==> src/rtl/de_stage_pkg.sv <==
// Decode-stage shared definitions: latch layouts, op enumeration, opcode values,
// instruction field positions and immediate helpers used by de_stage and de_regfile.
// No logic of its own; the optional bypass (DE_WB_BYPASS_EN) lives in the modules.
package de_stage_pkg;

    localparam int XLEN         = 32;
    localparam int NUM_REGS     = 32;
    localparam int REG_IDX_W    = 5;
    localparam int CANARY_WIDTH = 8;

    localparam logic [CANARY_WIDTH-1:0] BUS_CANARY_VALUE = 8'hA5;

    localparam int INST_RD_LSB  = 7;
    localparam int INST_RS1_LSB = 15;
    localparam int INST_RS2_LSB = 20;

    typedef enum logic [5:0] {
        OP_NONE    = 6'd0,
        OP_LUI     = 6'd1,
        OP_AUIPC   = 6'd2,
        OP_JAL     = 6'd3,
        OP_JALR    = 6'd4,
        OP_BRANCH  = 6'd5,
        OP_LOAD    = 6'd6,
        OP_STORE   = 6'd7,
        OP_OPIMM   = 6'd8,
        OP_OP      = 6'd9,
        OP_ILLEGAL = 6'd63
    } op_e;

    localparam logic [6:0] OPC_LUI    = 7'b0110111;
    localparam logic [6:0] OPC_AUIPC  = 7'b0010111;
    localparam logic [6:0] OPC_JAL    = 7'b1101111;
    localparam logic [6:0] OPC_JALR   = 7'b1100111;
    localparam logic [6:0] OPC_BRANCH = 7'b1100011;
    localparam logic [6:0] OPC_LOAD   = 7'b0000011;
    localparam logic [6:0] OPC_STORE  = 7'b0100011;
    localparam logic [6:0] OPC_OPIMM  = 7'b0010011;
    localparam logic [6:0] OPC_OP     = 7'b0110011;

    typedef struct packed {
        logic [XLEN-1:0]         inst;
        logic [XLEN-1:0]         pc;
        logic [XLEN-1:0]         pcplus;
        logic [XLEN-1:0]         inst_count;
        logic [CANARY_WIDTH-1:0] canary;
    } fe_latch_t;

    typedef struct packed {
        logic                 wr_en;
        logic [REG_IDX_W-1:0] wr_rd;
        logic [XLEN-1:0]      wr_data;
    } wb_to_de_t;

    typedef struct packed {
        logic                    valid;
        op_e                     op;
        logic [REG_IDX_W-1:0]    rd;
        logic                    wr_reg;
        logic [XLEN-1:0]         rs1_val;
        logic [XLEN-1:0]         rs2_val;
        logic [XLEN-1:0]         imm;
        logic [XLEN-1:0]         pc;
        logic [XLEN-1:0]         pcplus;
        logic [XLEN-1:0]         inst_count;
        logic [CANARY_WIDTH-1:0] canary;
    } de_latch_t;

    localparam int FE_LATCH_WIDTH   = $bits(fe_latch_t);
    localparam int AGEX_TO_DE_WIDTH = 1;
    localparam int WB_TO_DE_WIDTH   = $bits(wb_to_de_t);
    localparam int DE_TO_FE_WIDTH   = 1;
    localparam int DE_LATCH_WIDTH   = $bits(de_latch_t);

    function automatic logic [REG_IDX_W-1:0] reg_field(input logic [XLEN-1:0] inst, input int lsb);
        return inst[lsb +: REG_IDX_W];
    endfunction

    function automatic logic [XLEN-1:0] imm_i(input logic [XLEN-1:0] i);
        return {{20{i[31]}}, i[31:20]};
    endfunction

    function automatic logic [XLEN-1:0] imm_s(input logic [XLEN-1:0] i);
        return {{20{i[31]}}, i[31:25], i[11:7]};
    endfunction

    function automatic logic [XLEN-1:0] imm_b(input logic [XLEN-1:0] i);
        return {{19{i[31]}}, i[31], i[7], i[30:25], i[11:8], 1'b0};
    endfunction

    function automatic logic [XLEN-1:0] imm_u(input logic [XLEN-1:0] i);
        return {i[31:12], 12'b0};
    endfunction

    function automatic logic [XLEN-1:0] imm_j(input logic [XLEN-1:0] i);
        return {{11{i[31]}}, i[31], i[19:12], i[20], i[30:21], 1'b0};
    endfunction

endpackage

==> src/rtl/de_regfile.sv <==
// 32x32 register file: two combinational read ports, one write port, x0 hard-wired to 0.
// Latency: reads 0 cycles, writes visible next cycle; no backpressure.
// With DE_WB_BYPASS_EN a same-cycle write is forwarded onto a matching read port.
module de_regfile
    import de_stage_pkg::*;
(
    input  logic                 clk,
    input  logic                 reset,
    input  logic                 wr_en,
    input  logic [REG_IDX_W-1:0] wr_rd,
    input  logic [XLEN-1:0]      wr_data,
    input  logic [REG_IDX_W-1:0] rs1,
    input  logic [REG_IDX_W-1:0] rs2,
    output logic [XLEN-1:0]      rs1_val,
    output logic [XLEN-1:0]      rs2_val
);

    logic [XLEN-1:0] regs [NUM_REGS];

    always_ff @(posedge clk or posedge reset) begin
        if (reset) begin
            regs <= '{default: '0};
        end else if (wr_en && (wr_rd != '0)) begin
            regs[wr_rd] <= wr_data;
        end
    end

    always_comb begin
        rs1_val = (rs1 == '0) ? '0 : regs[rs1];
`ifdef DE_WB_BYPASS_EN
        if (wr_en && (rs1 != '0) && (wr_rd == rs1)) begin
            rs1_val = wr_data;
        end
`endif
    end

    always_comb begin
        rs2_val = (rs2 == '0) ? '0 : regs[rs2];
`ifdef DE_WB_BYPASS_EN
        if (wr_en && (rs2 != '0) && (wr_rd == rs2)) begin
            rs2_val = wr_data;
        end
`endif
    end

endmodule

==> src/rtl/de_stage.sv <==
// RV32I decode stage: decode, register read, per-register pending scoreboard, DE latch.
// Latency 1 cycle FE->DE latch; RAW hazards stall FE combinationally, br_flush overrides.
// DE_WB_BYPASS_EN: forward a same-cycle WB write and skip the stall it would resolve.
module de_stage
    import de_stage_pkg::*;
(
    input  logic                        clk,
    input  logic                        reset,
    input  logic [FE_LATCH_WIDTH-1:0]   from_FE_latch,
    input  logic [AGEX_TO_DE_WIDTH-1:0] from_AGEX_to_DE,
    input  logic [WB_TO_DE_WIDTH-1:0]   from_WB_to_DE,
    output logic [DE_TO_FE_WIDTH-1:0]   from_DE_to_FE,
    output logic [DE_LATCH_WIDTH-1:0]   DE_latch_out
);

    fe_latch_t fe;
    wb_to_de_t wb;
    logic      br_flush;

    assign fe       = fe_latch_t'(from_FE_latch);
    assign wb       = wb_to_de_t'(from_WB_to_DE);
    assign br_flush = from_AGEX_to_DE[0];

    logic [6:0]           opcode;
    logic [REG_IDX_W-1:0] rd;
    logic [REG_IDX_W-1:0] rs1;
    logic [REG_IDX_W-1:0] rs2;
    logic                 bubble;

    assign opcode = fe.inst[6:0];
    assign rd     = reg_field(fe.inst, INST_RD_LSB);
    assign rs1    = reg_field(fe.inst, INST_RS1_LSB);
    assign rs2    = reg_field(fe.inst, INST_RS2_LSB);
    assign bubble = (fe.inst == '0);

    op_e             dec_op;
    logic            dec_wr;
    logic            use_rs1;
    logic            use_rs2;
    logic [XLEN-1:0] dec_imm;

    always_comb begin
        dec_op  = OP_ILLEGAL;
        dec_wr  = 1'b0;
        use_rs1 = 1'b0;
        use_rs2 = 1'b0;
        dec_imm = '0;
        case (opcode)
            OPC_LUI:    begin dec_op = OP_LUI;    dec_wr = 1'b1; dec_imm = imm_u(fe.inst); end
            OPC_AUIPC:  begin dec_op = OP_AUIPC;  dec_wr = 1'b1; dec_imm = imm_u(fe.inst); end
            OPC_JAL:    begin dec_op = OP_JAL;    dec_wr = 1'b1; dec_imm = imm_j(fe.inst); end
            OPC_JALR:   begin
                dec_op = OP_JALR; dec_wr = 1'b1; use_rs1 = 1'b1; dec_imm = imm_i(fe.inst);
            end
            OPC_BRANCH: begin
                dec_op = OP_BRANCH; use_rs1 = 1'b1; use_rs2 = 1'b1; dec_imm = imm_b(fe.inst);
            end
            OPC_LOAD:   begin
                dec_op = OP_LOAD; dec_wr = 1'b1; use_rs1 = 1'b1; dec_imm = imm_i(fe.inst);
            end
            OPC_STORE:  begin
                dec_op = OP_STORE; use_rs1 = 1'b1; use_rs2 = 1'b1; dec_imm = imm_s(fe.inst);
            end
            OPC_OPIMM:  begin
                dec_op = OP_OPIMM; dec_wr = 1'b1; use_rs1 = 1'b1; dec_imm = imm_i(fe.inst);
            end
            OPC_OP:     begin
                dec_op = OP_OP; dec_wr = 1'b1; use_rs1 = 1'b1; use_rs2 = 1'b1;
            end
            default: ;
        endcase
    end

    logic [XLEN-1:0] rf_rs1_val;
    logic [XLEN-1:0] rf_rs2_val;

    de_regfile u_regfile (
        .clk     (clk),
        .reset   (reset),
        .wr_en   (wb.wr_en),
        .wr_rd   (wb.wr_rd),
        .wr_data (wb.wr_data),
        .rs1     (rs1),
        .rs2     (rs2),
        .rs1_val (rf_rs1_val),
        .rs2_val (rf_rs2_val)
    );

    logic [1:0] pending [NUM_REGS];
    logic       byp1;
    logic       byp2;

    // A WB write only clears the hazard if it retires the last outstanding producer.
`ifdef DE_WB_BYPASS_EN
    assign byp1 = wb.wr_en && (wb.wr_rd == rs1) && (pending[rs1] == 2'd1);
    assign byp2 = wb.wr_en && (wb.wr_rd == rs2) && (pending[rs2] == 2'd1);
`else
    assign byp1 = 1'b0;
    assign byp2 = 1'b0;
`endif

    logic haz1;
    logic haz2;
    logic stall_raw;
    logic issue;
    logic cnt_inc;

    assign haz1      = use_rs1 && (rs1 != '0) && (pending[rs1] != 2'd0) && !byp1;
    assign haz2      = use_rs2 && (rs2 != '0) && (pending[rs2] != 2'd0) && !byp2;
    assign stall_raw = !bubble && (haz1 || haz2);
    assign issue     = !bubble && !stall_raw && !br_flush;
    assign cnt_inc   = issue && dec_wr && (rd != '0);

    assign from_DE_to_FE = stall_raw && !br_flush && !reset;

    logic [NUM_REGS-1:0] inc_vec;
    logic [NUM_REGS-1:0] dec_vec;

    always_comb begin
        inc_vec = '0;
        dec_vec = '0;
        if (cnt_inc) begin
            inc_vec[rd] = 1'b1;
        end
        if (wb.wr_en) begin
            dec_vec[wb.wr_rd] = 1'b1;
        end
    end

    // x0 never increments, so its counter stays pinned at 0 by the floor.
    always_ff @(posedge clk or posedge reset) begin
        if (reset) begin
            pending <= '{default: '0};
        end else begin
            for (int r = 0; r < NUM_REGS; r++) begin
                if (inc_vec[r] && !dec_vec[r] && (pending[r] != 2'd3)) begin
                    pending[r] <= pending[r] + 2'd1;
                end else if (dec_vec[r] && !inc_vec[r] && (pending[r] != 2'd0)) begin
                    pending[r] <= pending[r] - 2'd1;
                end
            end
        end
    end

    de_latch_t de_next;
    de_latch_t de_q;

    // Bubbles carry the bus canary constant; real instructions carry FE's canary through.
    always_comb begin
        de_next        = '0;
        de_next.canary = BUS_CANARY_VALUE;
        if (issue) begin
            de_next.valid      = 1'b1;
            de_next.op         = dec_op;
            de_next.rd         = dec_wr ? rd : '0;
            de_next.wr_reg     = dec_wr;
            de_next.rs1_val    = use_rs1 ? rf_rs1_val : '0;
            de_next.rs2_val    = use_rs2 ? rf_rs2_val : '0;
            de_next.imm        = dec_imm;
            de_next.pc         = fe.pc;
            de_next.pcplus     = fe.pcplus;
            de_next.inst_count = fe.inst_count;
            de_next.canary     = fe.canary;
        end
    end

    always_ff @(posedge clk or posedge reset) begin
        if (reset) begin
            de_q <= '0;
        end else begin
            de_q <= de_next;
        end
    end

    assign DE_latch_out = de_q;

endmodule

==> config.mk <==
export PLATFORM = sky130hd
export DESIGN_NAME = de_stage
export DESIGN_NICKNAME = d
export VERILOG_FILES = /design/src/rtl/de_stage_pkg.sv /design/src/rtl/de_regfile.sv /design/src/rtl/de_stage.sv
export SDC_FILE = /design/constraint.sdc
export NUM_CORES = 2
export LEC_CHECK = 0
export CAP_MARGIN = 20
export CORE_MARGIN = 2
export CORE_UTILIZATION = 25
export CTS_CLUSTER_DIAMETER = 120
export CTS_CLUSTER_SIZE = 20
export DETAILED_ROUTE_END_ITERATION = 16
export SLEW_MARGIN = 20
export SYNTH_ARGS = -nofsm -noshare
export SYNTH_HDL_FRONTEND = slang
export SYNTH_HIERARCHICAL = 1
export SYNTH_SLANG_ARGS = --single-unit
==> constraint.sdc <==
create_clock -name clk -period 101.1 [get_ports clk]
set_input_delay 10.11 -clock clk [delete_from_list [all_inputs] [get_ports clk]]
set_output_delay 10.11 -clock clk [all_outputs]
set_load 0.02 [all_outputs]
==> impl_metrics.toml <==
[outcome]
status = "completed"

[sta]
maxSlewHeadroom_pct = 17.1
finalSetupTns_ns = 0
fmax_mhz = 42.2
final_hold_viol_count = 0
worst_slew_pin_slew_ns = 1.24
rsz0062_at_grt = "false"
setup_violations = 0
fin_crit_ns = 23.72
maxSlewViolCount = 0
finClkSkew_ns = 0.0446
period_share_pct = 23.5

[global_routing]
grtUsageMet2_pct = 26.3
met3_usage_pct = 4.03
met1_usage_pct = 22.3
overflow = 0
grtUsageTotal_pct = 16.7
grt_pass1_vias = 46900
busiest_layer = "met2"
grt_pass1_wl_um = 337000
grt_max_degree = 179
antenna_found_initial = 22

[setup_path]
cp.arrival_ns = 13.61
rr_startpoint = "pending[21]"
cp_common_cell = "clkdlybuf4s50_1"
required_ns = 90.99
r2r_slack_ns = 97.25
start_kind = "input port"
crit_type = "input port to primary output"
worstRegToRegCells = 9
cp_cell_sequence = "clkdlybuf4s50_1 -> nor2_1 -> and4_2 -> buf_4 -> nand4b_1 -> a311o_2 -> o22a_4 -> nor3_1 -> clkdlybuf4s50_1"
slowest_stage = "clkdlybuf4s50_1"
max_stage_delay_ns = 0.65
crit_family = "buffers and inverters"
end_kind = "primary output"
worst_r2r_endpoint = "pending[30]"
crit_fanout = 33
worst-path-buf-inv = 3

[final_layout]
drive_gt1_share_pct = 36.6
fin_nets = 5033
synthToLayoutAreaGrowth_pct = 13.1
utilization_pct = 28.5

[floorplanning]
ios = 391
fp-row-count = 189
die_y_um = 521
die_x_um = 521
core-area_sq_mm = 0.266
initial_core_util_pct = 25.2
dieArea_sq_mm = 0.272

[placed_design]
port_buffers = 390
gp_congestion = 0.867
dpl.hpwl_um = 142000

[clocking]
cts_setup_buffers = 0
path_clk_slew_ns = 0.08
hold_buffers = 0
clock_latency_ns = 0.76
cts_resized = 0
numCtsBuffers = 76
htreeDepth = 3
root_buffer = "clkbuf_16"
clock_path_buffers = 3
clock-sinks = 1300
cts_tree = "yes"

[drt]
wl_um = 234000
dr.first_iter.drc_count = 4518
via_per_inst = 5.40
drcViolationCount = 0
ant_nets = 0
dr.pass1.iters = 8
wire_per_inst_um = 27.8
vias = 45400

[synth]
syn_area_per_cell_sq_um = 14.0
synthTopCellsByArea = "dfrtp_1 49%, mux2_2 17%, mux4_2 15%, mux2i_1 2.1%, and3_1 1.4%"
synth_cell_types = 80
async_flop_share_pct = 100
yosys.area.top_type_share_pct = 48.6
synth_edf_count = 0
synth_warnings = 6
synth_ff_type = "dfrtp_1"
yosysSeqAreaShare_pct = 48.6
synth_area_leader_cell = "dfrtp_1"
synth_area_sq_mm = 0.0669
synth-seq-cells = 1300
syn_inst = 4784
synth_fp_nets = 4961

[hold_path]
min_path_cells = 0
min_path_type = "register to register"
worstHoldEndpoint = "u_regfile/regs[1007]"
hold_start = "u_regfile/regs[1007]"

[power]
vdd_ir_drop_max_v = 0.0000119
powerDensity_mw_per_mm2 = 16.6
p_leak_nw = 31.6

[job]
drv_cap = 0
cells in the mapped netlist, types with 32 or more instances:
library cell / instances
o21ai_0: 43
and2_1: 42
nand2_1: 132
a21oi_1: 53
a22oi_1: 82
nand3_1: 35
nor2b_1: 68
mux2_1: 48
a211oi_1: 66
mux4_2: 457
mux2i_1: 140
buf_6: 40
buf_2: 154
a311oi_1: 65
clkbuf_1: 233
and3_1: 145
dfrtp_1: 1300
nor2_1: 109
buf_4: 69
a221oi_1: 46
mux2_2: 1019
inv_1: 40
o21ai_1: 103
nor3_1: 32
through the flow:
stage	power (mW)	hold slack, ns	std cells	setup slack [ns]	instance area, sq um
after CTS	1.26	0.403	8398	77.47	75800
after global routing	1.31	0.416	8401	77.33	75700
after global placement	0.923	0.377	8311	77.51	73700
after floorplan	0.857	0.441	4784	62.17	66900
final	1.26	0.400	8405	77.38	75700
after detailed placement	0.937	0.384	8311	77.47	73700
cell families after synthesis:
family	share of synthesized area, %
AOI/OAI and AO/OA	5.97
buffers and inverters	4.24
DFF	48.6
muxes	35.5
and+or+nand+nor	5.74
power breakdown:
part | total, mW | internal (mW) | switching, mW | leakage [nW]
clock network | 0.329 | 0.142 | 0.187 | 1.02
logic | 0.266 | 0.153 | 0.113 | 13.8
registers | 0.663 | 0.602 | 0.0607 | 16.7
total | 1.26 | 0.897 | 0.361 | 31.6
worst max-delay path by stage:
stage / from / to / slack [ns] / depth (start not counted)
2_1_floorplan: reset / u_regfile/regs[0] / 62.17 / 1
3_3_place_gp: from_FE_latch[107] / from_DE_to_FE / 77.51 / 9
3_5_place_dp: from_FE_latch[107] / from_DE_to_FE / 77.47 / 9
4_1_cts: from_FE_latch[107] / from_DE_to_FE / 77.47 / 9
5_1_grt: from_FE_latch[107] / from_DE_to_FE / 77.33 / 9
6_report: from_FE_latch[107] / from_DE_to_FE / 77.38 / 9
placed cells by master (no fill, tap or decap), types with 18 or more instances in the layout:
master,n
nor2_1,100
dfrtp_1,1300
mux4_2,457
clkbuf_16,77
inv_1,36
nor2_4,19
a311oi_1,64
a21oi_1,53
nand3_1,35
mux2i_1,140
and2_1,40
nor3_1,32
mux2_1,48
nor4_1,23
clkdlybuf4s50_1,365
a221oi_1,46
mux2_2,1019
and3_1,145
a211oi_1,66
nand2_1,117
buf_2,18
buf_4,103
a22oi_1,82
nor2b_1,66
a31oi_1,21
o21ai_1,104
o21ai_0,42
layout make-up:
| cell class | instances | area, sq um |
|---|---|---|
| multi-input combinational | 2938 | 31800 |
| timing repair buffer | 497 | 4680 |
| tap | 3533 | 4420 |
| inverter | 43 | 179 |
| fill | 26700 | 190000 |
| clock buffer | 77 | 1930 |
| sequential | 1300 | 32500 |
| clock inverter | 10 | 175 |
| antenna | 7 | 17.5 |
state kept, by name, summed over array words and instances (netlist names):
signal,count
DE_latch_out,212
pending,64
u_regfile/regs,1024
layer usage:
layer	up-vias	part of all wire [%]	routed length, um
met5	-	0.039	90
met4	14	3.9	9180
met3	443	9.2	21500
met2	2277	45	106000
met1	24400	41	96800
li1	18200	-	-
Note: power is estimated with default switching activity, not from simulation.
